### src/rtl/uart_receiver.sv
// uart_receiver: 8N1 deframer that assembles WIDTH/8 bytes, most-significant first, into one word.
// Inter-byte idle time is bounded; a stalled partial word is dropped with an err pulse.
module uart_receiver #(
    parameter int WIDTH        = 8,
    parameter int CLKS_PER_BIT = 434,
    parameter int TIMEOUT_BITS = 20
) (
    input  logic             clk,
    input  logic             rst,
    input  logic             din,
    output logic [WIDTH-1:0] data_out,
    output logic             valid,
    output logic             err,
    output logic             busy
);
    localparam int N  = WIDTH / 8;
    localparam int CW = $clog2(TIMEOUT_BITS * CLKS_PER_BIT + 1);
    localparam int BW = $clog2(N + 1);
    localparam logic [CW-1:0] HALF = CW'(CLKS_PER_BIT / 2 - 1);
    localparam logic [CW-1:0] FULL = CW'(CLKS_PER_BIT - 1);
    localparam logic [CW-1:0] TOUT = CW'(TIMEOUT_BITS * CLKS_PER_BIT);
    localparam logic [BW-1:0] NB   = BW'(N);

    typedef enum logic [2:0] {IDLE, START, DATA, STOP, WAIT_HIGH} state_t;

    state_t           state, state_n;
    logic [1:0]       sync;
    logic             rxd;
    logic [CW-1:0]    cnt, cnt_n, idle, idle_n;
    logic [2:0]       idx, idx_n;
    logic [7:0]       sh, sh_n;
    logic [BW-1:0]    bcnt, bcnt_n;
    logic [WIDTH-1:0] word_shift, dout_n;
    logic             valid_n, err_n, accept;

    assign rxd  = sync[1];
    assign busy = (state != IDLE) || (bcnt != '0);

    // Only the low WIDTH-8 bits of the partial word survive the next shift, so only they are stored.
    if (WIDTH == 8) begin : g_byte
        assign word_shift = sh;
    end else begin : g_word
        logic [WIDTH-9:0] word;
        always_ff @(posedge clk or posedge rst)
            if (rst) word <= '0;
            else if (accept) word <= word_shift[WIDTH-9:0];
        assign word_shift = {word, sh};
    end

    always_ff @(posedge clk or posedge rst) begin
        if (rst) begin
            sync     <= 2'b11;
            state    <= IDLE;
            cnt      <= '0;
            idle     <= '0;
            idx      <= '0;
            sh       <= '0;
            bcnt     <= '0;
            data_out <= '0;
            valid    <= 1'b0;
            err      <= 1'b0;
        end else begin
            sync     <= {sync[0], din};
            state    <= state_n;
            cnt      <= cnt_n;
            idle     <= idle_n;
            idx      <= idx_n;
            sh       <= sh_n;
            bcnt     <= bcnt_n;
            data_out <= dout_n;
            valid    <= valid_n;
            err      <= err_n;
        end
    end

    always_comb begin
        state_n = state;
        cnt_n   = cnt + 1'b1;
        idle_n  = idle;
        idx_n   = idx;
        sh_n    = sh;
        bcnt_n  = bcnt;
        dout_n  = data_out;
        valid_n = 1'b0;
        err_n   = 1'b0;
        accept  = 1'b0;
        case (state)
            IDLE: begin
                cnt_n = '0;
                if (!rxd) begin
                    state_n = START;
                    idle_n  = '0;
                end else if (bcnt != '0) begin
                    idle_n = idle + 1'b1;
                    if (idle_n == TOUT) begin
                        idle_n = '0;
                        bcnt_n = '0;
                        err_n  = 1'b1;
                    end
                end
            end
            START: if (cnt == HALF) begin
                cnt_n   = '0;
                idx_n   = '0;
                state_n = rxd ? IDLE : DATA;
            end
            DATA: if (cnt == FULL) begin
                cnt_n   = '0;
                sh_n    = {rxd, sh[7:1]};
                idx_n   = idx + 1'b1;
                state_n = (idx == 3'd7) ? STOP : DATA;
            end
            STOP: if (cnt == FULL) begin
                cnt_n = '0;
                if (rxd) begin
                    accept  = 1'b1;
                    state_n = IDLE;
                    bcnt_n  = bcnt + 1'b1;
                    if (bcnt_n == NB) begin
                        bcnt_n  = '0;
                        dout_n  = word_shift;
                        valid_n = 1'b1;
                    end
                end else begin
                    state_n = WAIT_HIGH;
                    bcnt_n  = '0;
                    err_n   = 1'b1;
                end
            end
            WAIT_HIGH: begin
                cnt_n   = '0;
                state_n = rxd ? IDLE : WAIT_HIGH;
            end
            default: state_n = IDLE;
        endcase
    end
endmodule

### config.mk
export PLATFORM = sky130hd
export DESIGN_NAME = uart_receiver
export DESIGN_NICKNAME = d
export VERILOG_FILES = /design/src/rtl/uart_receiver.sv
export SDC_FILE = /design/constraint.sdc
export NUM_CORES = 1
export LEC_CHECK = 0
export CAP_MARGIN = 25
export CORE_ASPECT_RATIO = 1.4
export CORE_MARGIN = 10
export CORE_UTILIZATION = 46
export CTS_BUF_LIST = sky130_fd_sc_hd__clkbuf_4 sky130_fd_sc_hd__clkbuf_8
export CTS_CLUSTER_DIAMETER = 100
export DETAILED_ROUTE_END_ITERATION = 12
export GPL_TIMING_DRIVEN = 1
export PLACE_DENSITY = 0.64
export SLEW_MARGIN = 20
export SYNTH_ARGS = -nofsm -noshare
export SYNTH_HDL_FRONTEND = slang
export SYNTH_SLANG_ARGS = --single-unit
### constraint.sdc
create_clock -name clk -period 2.8 [get_ports clk]
set_clock_uncertainty 0.05 [all_clocks]
set_input_delay 0.56 -clock clk [delete_from_list [all_inputs] [get_ports clk]]
set_output_delay 0.56 -clock clk [all_outputs]
set_load 0.1 [all_outputs]
After elaboration in Yosys (flattened, before gate mapping)

Cells that the tools add are included.

Register bits after elaboration: 55
Latch bits: 0
Bits in writable memories: 0
Bits in read-only memories: 0
Input bits: 3
Output and inout bits: 11
Logic and storage cells: 73
Memories kept: 0

$add $sub $neg: 4
$mul: 0
Div/mod/pow operators: 0
Order comparisons: 0
Equality and inequality tests: 14
Shift-type cells: 0
Mux-type cells: 32
Bitwise gates (word level): 0
Reduce and logical (&&, ||, !) cells: 13

Operators with widths:

| operator                                                          | count |
|---|---|
| 14-bit 2-to-1 mux                                                 | 5 |
| 14-bit one-hot mux with 3 select lines                            | 1 |
| 14-bit by 1-bit adder with 14-bit output (second input constant)  | 2 |
| 3-bit 2-to-1 mux                                                  | 7 |
| 3-bit one-hot mux with 5 select lines                             | 1 |
| 14-bit == test (second input constant)                            | 1 |
| 14-bit by 8-bit == test with 1-bit output (second input constant) | 1 |
| 14-bit by 9-bit == test with 1-bit output (second input constant) | 1 |
| 1-bit 2-to-1 mux                                                  | 14 |
| 2-bit inequality test (second input constant)                     | 5 |
| 4-bit AND reduction                                               | 2 |
| 3-bit by 2-bit == test with 1-bit output (second input constant)  | 2 |
| 3-bit == test (second input constant)                             | 2 |
| 3-bit one-hot mux with 2 select lines                             | 1 |
| 3-bit AND reduction                                               | 2 |
| 1-bit one-hot mux with 2 select lines                             | 2 |
| 2-bit AND reduction                                               | 2 |
| 2-bit nonzero test                                                | 2 |
| 2-bit OR reduction                                                | 2 |
| 3-bit by 1-bit adder with 3-bit output (second input constant)    | 1 |
| 3-bit by 1-bit == test with 1-bit output (second input constant)  | 1 |
| 3-bit zero test                                                   | 1 |
| 3-bit nonzero test                                                | 1 |
| 2-bit 2-to-1 mux                                                  | 1 |
| other kinds (3)                                                   | 3 |

Logic depth before layout (Yosys ltp)

Gate-level depths: netlist of the first run.

Word-level depth: 6
Mapped depth: 8
Mapped depth without buffers: 8

Least setup slack after synthesis of the first run

Ideal clock, no wire load.

Kind: reg-to-reg
Start: register cnt[1]
End: register idx[0]
Library setup time: 0.128 ns
Arrival time: 2.100 ns
Required time: 2.622 ns
Slack: 0.522 ns
Cell stages (with the launch flop): 9
Cell sequence: dfrtp_1 inv_1 ha_1 or4bb_1 nor4_4 nand2_1 or2_1 a21oi_4 mux2_1

Longest elaborated chain between the ends: 3
Elaborated cells on any way between the ends: 5
Those cells by class: 4 x eq/ne; 1 x reduce/logical

RTL lines:

| element                                                                                                | RTL line | RTL |
|---|---|---|
| from (decl)                                                                                            | 29       | `logic [CW-1:0] cnt, cnt_n, idle, idle_n;` |
| from (signal assigned)                                                                                 | 65       | `cnt <= cnt_n;` |
| 14-bit by 9-bit == test with 1-bit output or 14-bit by 8-bit == test with 1-bit output (tied branches) | 107, 102 |  |
| 2-bit inequality test (no line)                                                                        | n/a      |  |
| 3-bit AND reduction (no line) (*)                                                                      | n/a      |  |
| to (signal assigned)                                                                                   | 67       | `idx <= idx_n;` |
| to (decl)                                                                                              | 30       | `logic [2:0] idx, idx_n;` |

Mark *: on every way between the ends. The rest lies on a longest branch, timed or not.
A chain may end at the register's enable or synchronous reset.

Worst setup path in the final report of the first run

Start: register cnt[1]
End: register data_out[2]

Longest elaborated chain between the ends: 2

RTL lines:

| element                                   | RTL line | RTL |
|---|---|---|
| 14-bit by 9-bit == test with 1-bit output | 113      | `STOP: if (cnt == FULL) begin` |
| 4-bit AND reduction (no line)             | n/a      |  |
| to (signal assigned)                      | 70       | `data_out <= dout_n;` |
| to (decl)                                 | 11       | `output logic [WIDTH-1:0] data_out,` |

No other way between the ends.

==> impl_metrics.ini, run 1 <==
[clock_network]
insertion_delay_ns = 0.31
cts_resized = 0
htreeDepth = 2
clock_sinks = 55
cts.root.buffer_cell = clkbuf_8
cts_tree = yes
numCtsBuffers = 5
clkTransAtPathRegs_ns = 0.09
hold_buffers = 0
cts_buffer_depth = 2
postCtsSetupRepairBufs = 0

[placement]
place_congestion = 0.775
dp.cells = 330
io_buffer_count = 13
dp_hpwl_um = 3500
placed_cell_area_sq_um = 2890

[setup_path]
critPathArrivalTime_ns = 2.62
cp_slowest_cell = or4bb_1
crit_path_cell_trace = inv_1 > ha_1 > or4bb_1 > nor4_4 > and2b_1 > nand3_4 > nor2_8 > mux2_2
crit_buf_inv = 1
cp_num_cells = 8
cp.required_ns = 2.95
startpoint_type = register
worstSetupPathType = reg -> reg
critPathMaxFanout = 9
cpPeakStageDelay_ns = 0.52
critPathTopFamily = simple AND/OR/NAND/NOR gates
endpoint_kind = register
worstRegToRegCells = 8

[synth]
yosysMostFrequentCell = dfrtp_1
synth_top_area_share_pct = 49.0
syn_inst = 253
synth_commonest_cells = 53 x dfrtp_1, 28 x nand2_1, 23 x nor2_1
ys_seq_area_share_pct = 50.9
synth_nets = 262
async_flop_share_pct = 100
synth_top_cells_by_area = dfrtp_1 49%, mux2_2 7.5%, nand2_1 3.9%, nor2_1 3.2%, xor2_1 2.9%
netlist_area_sq_um = 2710
synth_area_leader_cell = dfrtp_1
synth_cell_types = 48
avgSynthCellArea_sq_um = 10.7
ys.flop_type = dfrtp_1
ys_warn_count = 0
synth_edf_count = 0
ys_ff_latch = 55

[timing]
worstMarginPinSlew_ns = 0.493
hold_violations = 0
tns_ns = 0
max_freq_mhz = 405
holdWs_ns = 0.310
report.final.slew_viol_count = 0
period_share_pct = 88.2
relSlewSlack_pct = 67.1
rsz0062_at_grt = no
finalSetupViolations = 0
period_needed_ns = 2.47

[finish]
diodes = 0
area_growth_syn_to_layout_pct = 11.1
instances_no_fill = 338
final_cell_area_sq_um = 3010
fin_nets = 276
final_core_util_pct = 52.0
drive_gt1_share_pct = 18.7

[grt]
gr-total-overflow = 0
grt_pass1_vias = 1891
grt_usage_pct = 11.1
grt_pass1_wl_um = 8830
grt_max_degree = 56
antenna_found_initial = 0

[drt]
wl_per_cell_um = 14.5
drt_iter0_markers = 54
first_pass_iters = 4
final_antenna_net_count = 0
routed_wirelength_um = 4900
post-route-drc-count = 0
vias_per_cell = 5.38
routed-via-count = 1820

[power_and_ir_drop]
leakage_uw = 0.00139
peakVddDrop_v = 0.000366
powerDensity_nw_per_um2 = 452

[floorplanning]
fp.dieArea_sq_um = 9400
die_w_um = 84.8
fp.dieH_um = 111
rows = 33
initial_core_util_pct = 46.8
core_sq_um = 5780
ios = 14

[status]
status = finished clean

[flow_run]
maxCapViolCount = 0

[worst_hold_path]
worstHoldPathCells = 0
hold_path_class = reg -> reg
## metal layers
layer	track usage [%]	routed length, um	vias to the layer above
li1	-	-	917
met1	12.3	2110	882
met2	20.0	2600	17
met3	2.35	130	4
met4	3.74	55	0
met5	0	0	-
## cell usage in the layout, fill, tap and decap left out, types with 2 or more instances in the layout
cell type	netlist	layout
a21oi_1	4	4
a22o_1	5	5
and2_1	2	2
and3_1	2	2
buf_4	0	13
clkbuf_8	0	5
clkdlybuf4s50_1	0	2
dfrtp_1	53	53
dfstp_2	2	2
ha_1	6	6
inv_1	7	6
mux2_2	18	18
mux2i_1	3	3
nand2_1	28	28
nand2b_1	2	2
nand3_1	11	11
nand4_1	7	7
nor2_1	23	23
nor2b_1	4	4
nor3_1	10	10
o21a_1	3	3
o21ai_0	8	8
o31a_1	2	2
or2_1	2	2
or2_2	2	2
or3_1	3	3
xnor2_1	8	8
xor2_1	9	9
## through the flow
step	setup slack, ns	total power [uW]
2_1_floorplan	0.522	826
3_3_place_gp	0.403	838
3_5_place_dp	0.297	838
4_1_cts	0.292	1380
5_1_grt	0.176	1410
6_report	0.331	1360
## worst reg2reg max path, stage by stage, from the launching register on
cell	delay, ns
dfrtp_1	0.40
inv_1	0.08
ha_1	0.14
or4bb_1	0.52
nor4_4	0.24
and2b_1	0.24
nand3_4	0.13
nor2_8	0.20
mux2_2	0.35
## where the power goes
group	internal, uW	total [uW]	switching [uW]
logic	5.90	22.9	17.0
registers	796	798	1.45
clock network	280	538	257
total	1080	1360	276
## final cells by class
class / count / area, sq um
Clock buffer: 6 / 76.3
Clock inverter: 2 / 38.8
Fill cell: 533 / 2770
Inverter: 7 / 26.3
Multi-Input combinational cell: 182 / 1260
Sequential cell: 55 / 1380
Tap cell: 70 / 87.6
Timing Repair Buffer: 16 / 138
## registers in the layout, indices dropped and copies added, names as in the netlist, 2 cells and up
name	count
sync	2
data_out	8
idle	14
idx	3
sh	8
cnt	14
state	3
## cells by family (layout without fill, tap and decap cells)
kind of cell,after synthesis,count (layout),synth area share (%)
adder cells (fa/ha/maj),6,6,2.77
AND/OR/NAND/NOR,106,106,21.0
buffers and inverters,16,31,2.45
AO/OA/AOI/OAI,31,31,8.32
XOR/XNOR,17,17,5.50
flip-flops,55,55,50.9
multiplexers,22,22,9.01
## path summary, 6_finish.rpt
path	from	end	slack (ns)
max	cnt[1]	data_out[2]	0.33
max reg2reg	cnt[1]	data_out[2]	0.33
min reg2reg	sync[0]	sync[1]	0.31
min in group asynchronous	rst	idle[10]	0.55
min	sync[0]	sync[1]	0.31
max in group asynchronous	rst	sync[1]	1.85
No activity file was read; power rests on OpenSTA's default activity.
==> run 2: changes to the inputs <==
Settings changed: GPL_TIMING_DRIVEN 1 to 0.
Clock period 2.8 ns to 3 ns, I/O delays scaled along.
==> impl_metrics.ini, run 2 (synthesis gave the netlist of run 1 again) <==
[setup_path]
critPathArrivalTime_ns = 2.10
worstSetupPathType = reg -> out
critPathMaxFanout = 8
startpoint_type = register
cp.required_ns = 2.35
endpoint_kind = output port

[floorplanning]
initial_core_util_pct = 46.8
rows = 33
core_sq_um = 5780
die_w_um = 84.8
ios = 14
fp.dieArea_sq_um = 9400
fp.dieH_um = 111

[timing]
period_share_pct = 91.7
relSlewSlack_pct = 34.3
hold_violations = 0
report.final.slew_viol_count = 0
finalSetupViolations = 0
max_freq_mhz = 364
holdWs_ns = 0.313
tns_ns = 0
setup_slack_ns = 0.250
period_needed_ns = 2.75
worstMarginPinSlew_ns = 0.983
rsz0062_at_grt = no

[drt]
vias_per_cell = 5.40
routed_wirelength_um = 4800
final_antenna_net_count = 0
post-route-drc-count = 0
drt_iter0_markers = 45
routed-via-count = 1859
first_pass_iters = 4
wl_per_cell_um = 13.9

[grt]
grt_pass1_vias = 1935
grt_max_degree = 56
antenna_found_initial = 0
grt_usage_pct = 10.8
grt_util_met1_pct = 12.5
use_met3_pct = 2.57
use_met2_pct = 19.4
grt_pass1_wl_um = 8870
top_usage_layer = met2
gr-total-overflow = 0

[finish]
diodes = 0
instances_no_fill = 344
final_common_cell = dfrtp_1
drive_gt1_share_pct = 15.0
reg_top3 = cnt: 14 flops, idle: 14 flops
final_cell_area_sq_um = 3020
final_cell_mix = 53 x dfrtp_1, 28 x nand2_1, 23 x nor2_1
area_growth_syn_to_layout_pct = 11.5
fin_nets = 282
fill_cells = 554

[placement]
placed_cell_area_sq_um = 2930
dp_hpwl_um = 3400
io_buffer_count = 13
dp.cells = 336
place_congestion = 0.763
preCtsSetupSlack_ns = 0.303

[clock_network]
cts.root.buffer_cell = clkbuf_8
numCtsBuffers = 5
clock_sinks = 55
cts_tree = yes
clkTransAtPathRegs_ns = 0.10
insertion_delay_ns = 0.31
htreeDepth = 2
cts_buffer_depth = 2

[power_and_ir_drop]
leakage_uw = 0.00137
powerDensity_nw_per_um2 = 390
peakVddDrop_v = 0.000317

[worst_hold_path]
hold_path_class = reg -> reg

[status]
status = finished clean

[flow_run]
maxCapViolCount = 0
==> run 2: cell count changes in the layout (fill, tap and decap cells not counted), sizes merged <==
| cell | previous run | this run |
|---|---|---|
| clkdlybuf4s50 | 2 | 12 |
| buf | 14 | 7 |
| clkinv | 0 | 2 |
| bufinv | 1 | 0 |
| clkbuf | 6 | 7 |
| dlygate4sd2 | 0 | 1 |
==> run 2: where the power goes <==
group          internal, uW  switching, uW
Sequential              743           1.49
Combinational          2.91           15.6
Clock                   168            247
Total                   914            264
==> run 2: final cells by class <==
type	instances	area [sq um]	area share, %
clock inverters	3	22.5	0.746
clock buffers	5	68.8	2.28
inverters	7	28.8	0.954
well taps	70	87.6	2.90
repair buffers	13	129	4.27
flip-flops and latches	55	1380	45.7
multi-input cells	182	1260	41.8
plain buffers	9	40.0	1.33
==> run 2: worst max-delay path, stage by stage (launching register included) <==
cell and delay (ns):
dfrtp_1 0.33, clkbuf_1 0.33, nor3_1 0.16, nand2b_1 0.12
dlygate4sd2_1 0.86
==> run 2: final timing paths <==
path / to / startpoint / slack, ns / cells past startpoint
max reg2reg: idx[0] / cnt[2] / 0.53 / 6
min reg2reg: sync[1] / sync[0] / 0.31 / 0
min: sync[1] / sync[0] / 0.31 / 0
min in group asynchronous: idle[0] / rst / 0.67 / 2
max in group asynchronous: idle[13] / rst / 1.75 / 2
max: busy / state[2] / 0.25 / 4
==> run 2: per-layer routing <==
metal  vias up  wire, um
met3         4       124
li1        933         -
met1       903      2090
met2        19      2540
met4         0        42
met5         -         0
==> run 2: metrics by stage <==
stage               util, %  power (uW)
global placement       50.6         779
CTS                    52.2        1200
finish                 52.2        1180
global route           52.2        1220
floorplan                 -         771
detailed placement     50.6         779
==> run 2: timing repair <==
| action | 4_1_cts | 5_1_grt |
|---|---|---|
| endpoints found under the setup margin | 1 | 0 |
| hold endpoints to repair | 0 | 0 |
| gates resized for setup | 1 | 0 |
| setup buffers | 0 | 0 |
| hold buffers | 0 | 0 |
==> run 3: changes to the inputs <==
--- a/config.mk
+++ b/config.mk
@@ -9,3 +9,2 @@
 export CORE_ASPECT_RATIO = 1.4
-export CORE_MARGIN = 10
 export CORE_UTILIZATION = 46
--- a/constraint.sdc
+++ b/constraint.sdc
@@ -4,2 +4,2 @@
 set_output_delay 0.6 -clock clk [all_outputs]
-set_load 0.1 [all_outputs]
+set_load 0.005 [all_outputs]
==> impl_metrics.ini, run 3 (synthesis gave the netlist of run 1 again) <==
[status]
status = finished clean

[worst_hold_path]
min_from = sync[0]
hold_path_class = reg -> reg
worstHoldPathCells = 0
min_to = sync[1]

[grt]
grt_usage_pct = 16.8
grt_pass1_wl_um = 7980
grt_max_degree = 56
grt_pass1_vias = 1803
antenna_found_initial = 0
gr-total-overflow = 0

[clock_network]
cts_resized = 0
clock_sinks = 55
htreeDepth = 2
cts_tree = yes
cts_buffer_depth = 2
postCtsSetupRepairBufs = 0
insertion_delay_ns = 0.31
numCtsBuffers = 5
hold_buffers = 0
clkTransAtPathRegs_ns = 0.10
cts.root.buffer_cell = clkbuf_8

[timing]
relSlewSlack_pct = 54.4
holdWs_ns = 0.311
rsz0062_at_grt = no
finalSetupViolations = 0
tns_ns = 0
setup_slack_ns = 0.481
period_share_pct = 84.0
max_freq_mhz = 397
period_needed_ns = 2.52
hold_violations = 0
worstMarginPinSlew_ns = 0.684
report.final.slew_viol_count = 0

[finish]
area_growth_syn_to_layout_pct = 11.4
final_cell_mix = 53 x dfrtp_1, 28 x nand2_1, 23 x nor2_1
multi_input_area_sq_um = 1260
drive_gt1_share_pct = 15.0
final_core_util_pct = 53.8
reg_top3 = cnt: 14 flops, idle: 14 flops
diodes = 0
fin_nets = 282
final_common_cell = dfrtp_1
ff_latch_area_sq_um = 1380
fill_cells = 505

[floorplanning]
initial_core_util_pct = 48.3
fp.dieArea_sq_um = 6200
rows = 32
fp.dieH_um = 92.8
die_w_um = 66.8
core_sq_um = 5610
ios = 14

[setup_path]
endpoint_kind = register
cp.required_ns = 3.15
rrSetupSlack_ns = 0.48
r2r_start = cnt[1]
worstRegToRegCells = 8
rr_endpoint = data_out[4]
critPathMaxFanout = 9
worstSetupPathType = reg -> reg
startpoint_type = register
critPathArrivalTime_ns = 2.67

[power_and_ir_drop]
leakage_uw = 0.00137
peakVddDrop_v = 0.000311
powerDensity_nw_per_um2 = 393
p_total_uw = 1190

[drt]
post-route-drc-count = 0
vias_per_cell = 5.33
drt_iter0_markers = 117
wl_per_cell_um = 13.7
routed-via-count = 1822
first_pass_iters = 4
final_antenna_net_count = 0
routed_wirelength_um = 4690

[placement]
dp_hpwl_um = 3260
preCtsSetupSlack_ns = 0.492
place_congestion = 0.826
io_buffer_count = 13

[flow_run]
maxCapViolCount = 0
==> run 3: cell types whose count changed in the layout (fill, tap and decap cells not counted) <==
cell | before | now
clkdlybuf4s50_1 | 12 | 13
clkinv_4 | 1 | 0
dlygate4sd2_1 | 1 | 0
inv_6 | 1 | 2
==> run 3: critical path: stages (launching register included) <==
cell,delay (ns)
dfrtp_1,0.41
inv_1,0.09
ha_1,0.15
or4bb_1,0.53
nor4_4,0.27
and2b_1,0.23
nand3_4,0.13
nor2_8,0.20
mux2_2,0.36
==> run 3: metal layers <==
metal,vias to the layer above,GRT usage [%],wire (um)
met5,-,0,0
met4,0,6.38,60
met3,7,3.33,92
met2,20,29.8,2430
met1,876,19.2,2110
li1,919,-,-
==> run 3: area by class of cell <==
| cell class | count | area share, % |
|---|---|---|
| Inverter | 7 | 0.954 |
| Timing Repair Buffer | 13 | 4.31 |
| Sequential cell | 55 | 45.7 |
| Tap cell | 68 | 2.82 |
| Clock inverter | 3 | 0.747 |
| Multi-Input combinational cell | 182 | 41.8 |
| Clock buffer | 5 | 2.28 |
| Buffer | 9 | 1.33 |
==> run 3: metrics by stage <==
step	cell area [sq um]	cells
6_report	3020	342
5_1_grt	3020	342
3_5_place_dp	2930	334
3_3_place_gp	2920	334
4_1_cts	3020	342
2_1_floorplan	2710	253
==> run 3: power by group <==
part           internal [uW]  switching (uW)
Combinational           2.91            15.8
Sequential               743            1.60
Clock                    170             254
Total                    916             271
==> run 3: how the worst max path moves through the flow <==
stage / startpoint / cells past startpoint / end / slack [ns]
6_report: cnt[1] / 8 / data_out[4] / 0.48
5_1_grt: cnt[1] / 8 / data_out[1] / 0.34
4_1_cts: cnt[1] / 8 / data_out[2] / 0.46
3_5_place_dp: cnt[1] / 8 / data_out[2] / 0.49
3_3_place_gp: rst / 2 / cnt[1] / -0.03
2_1_floorplan: cnt[1] / 8 / idx[0] / 0.72
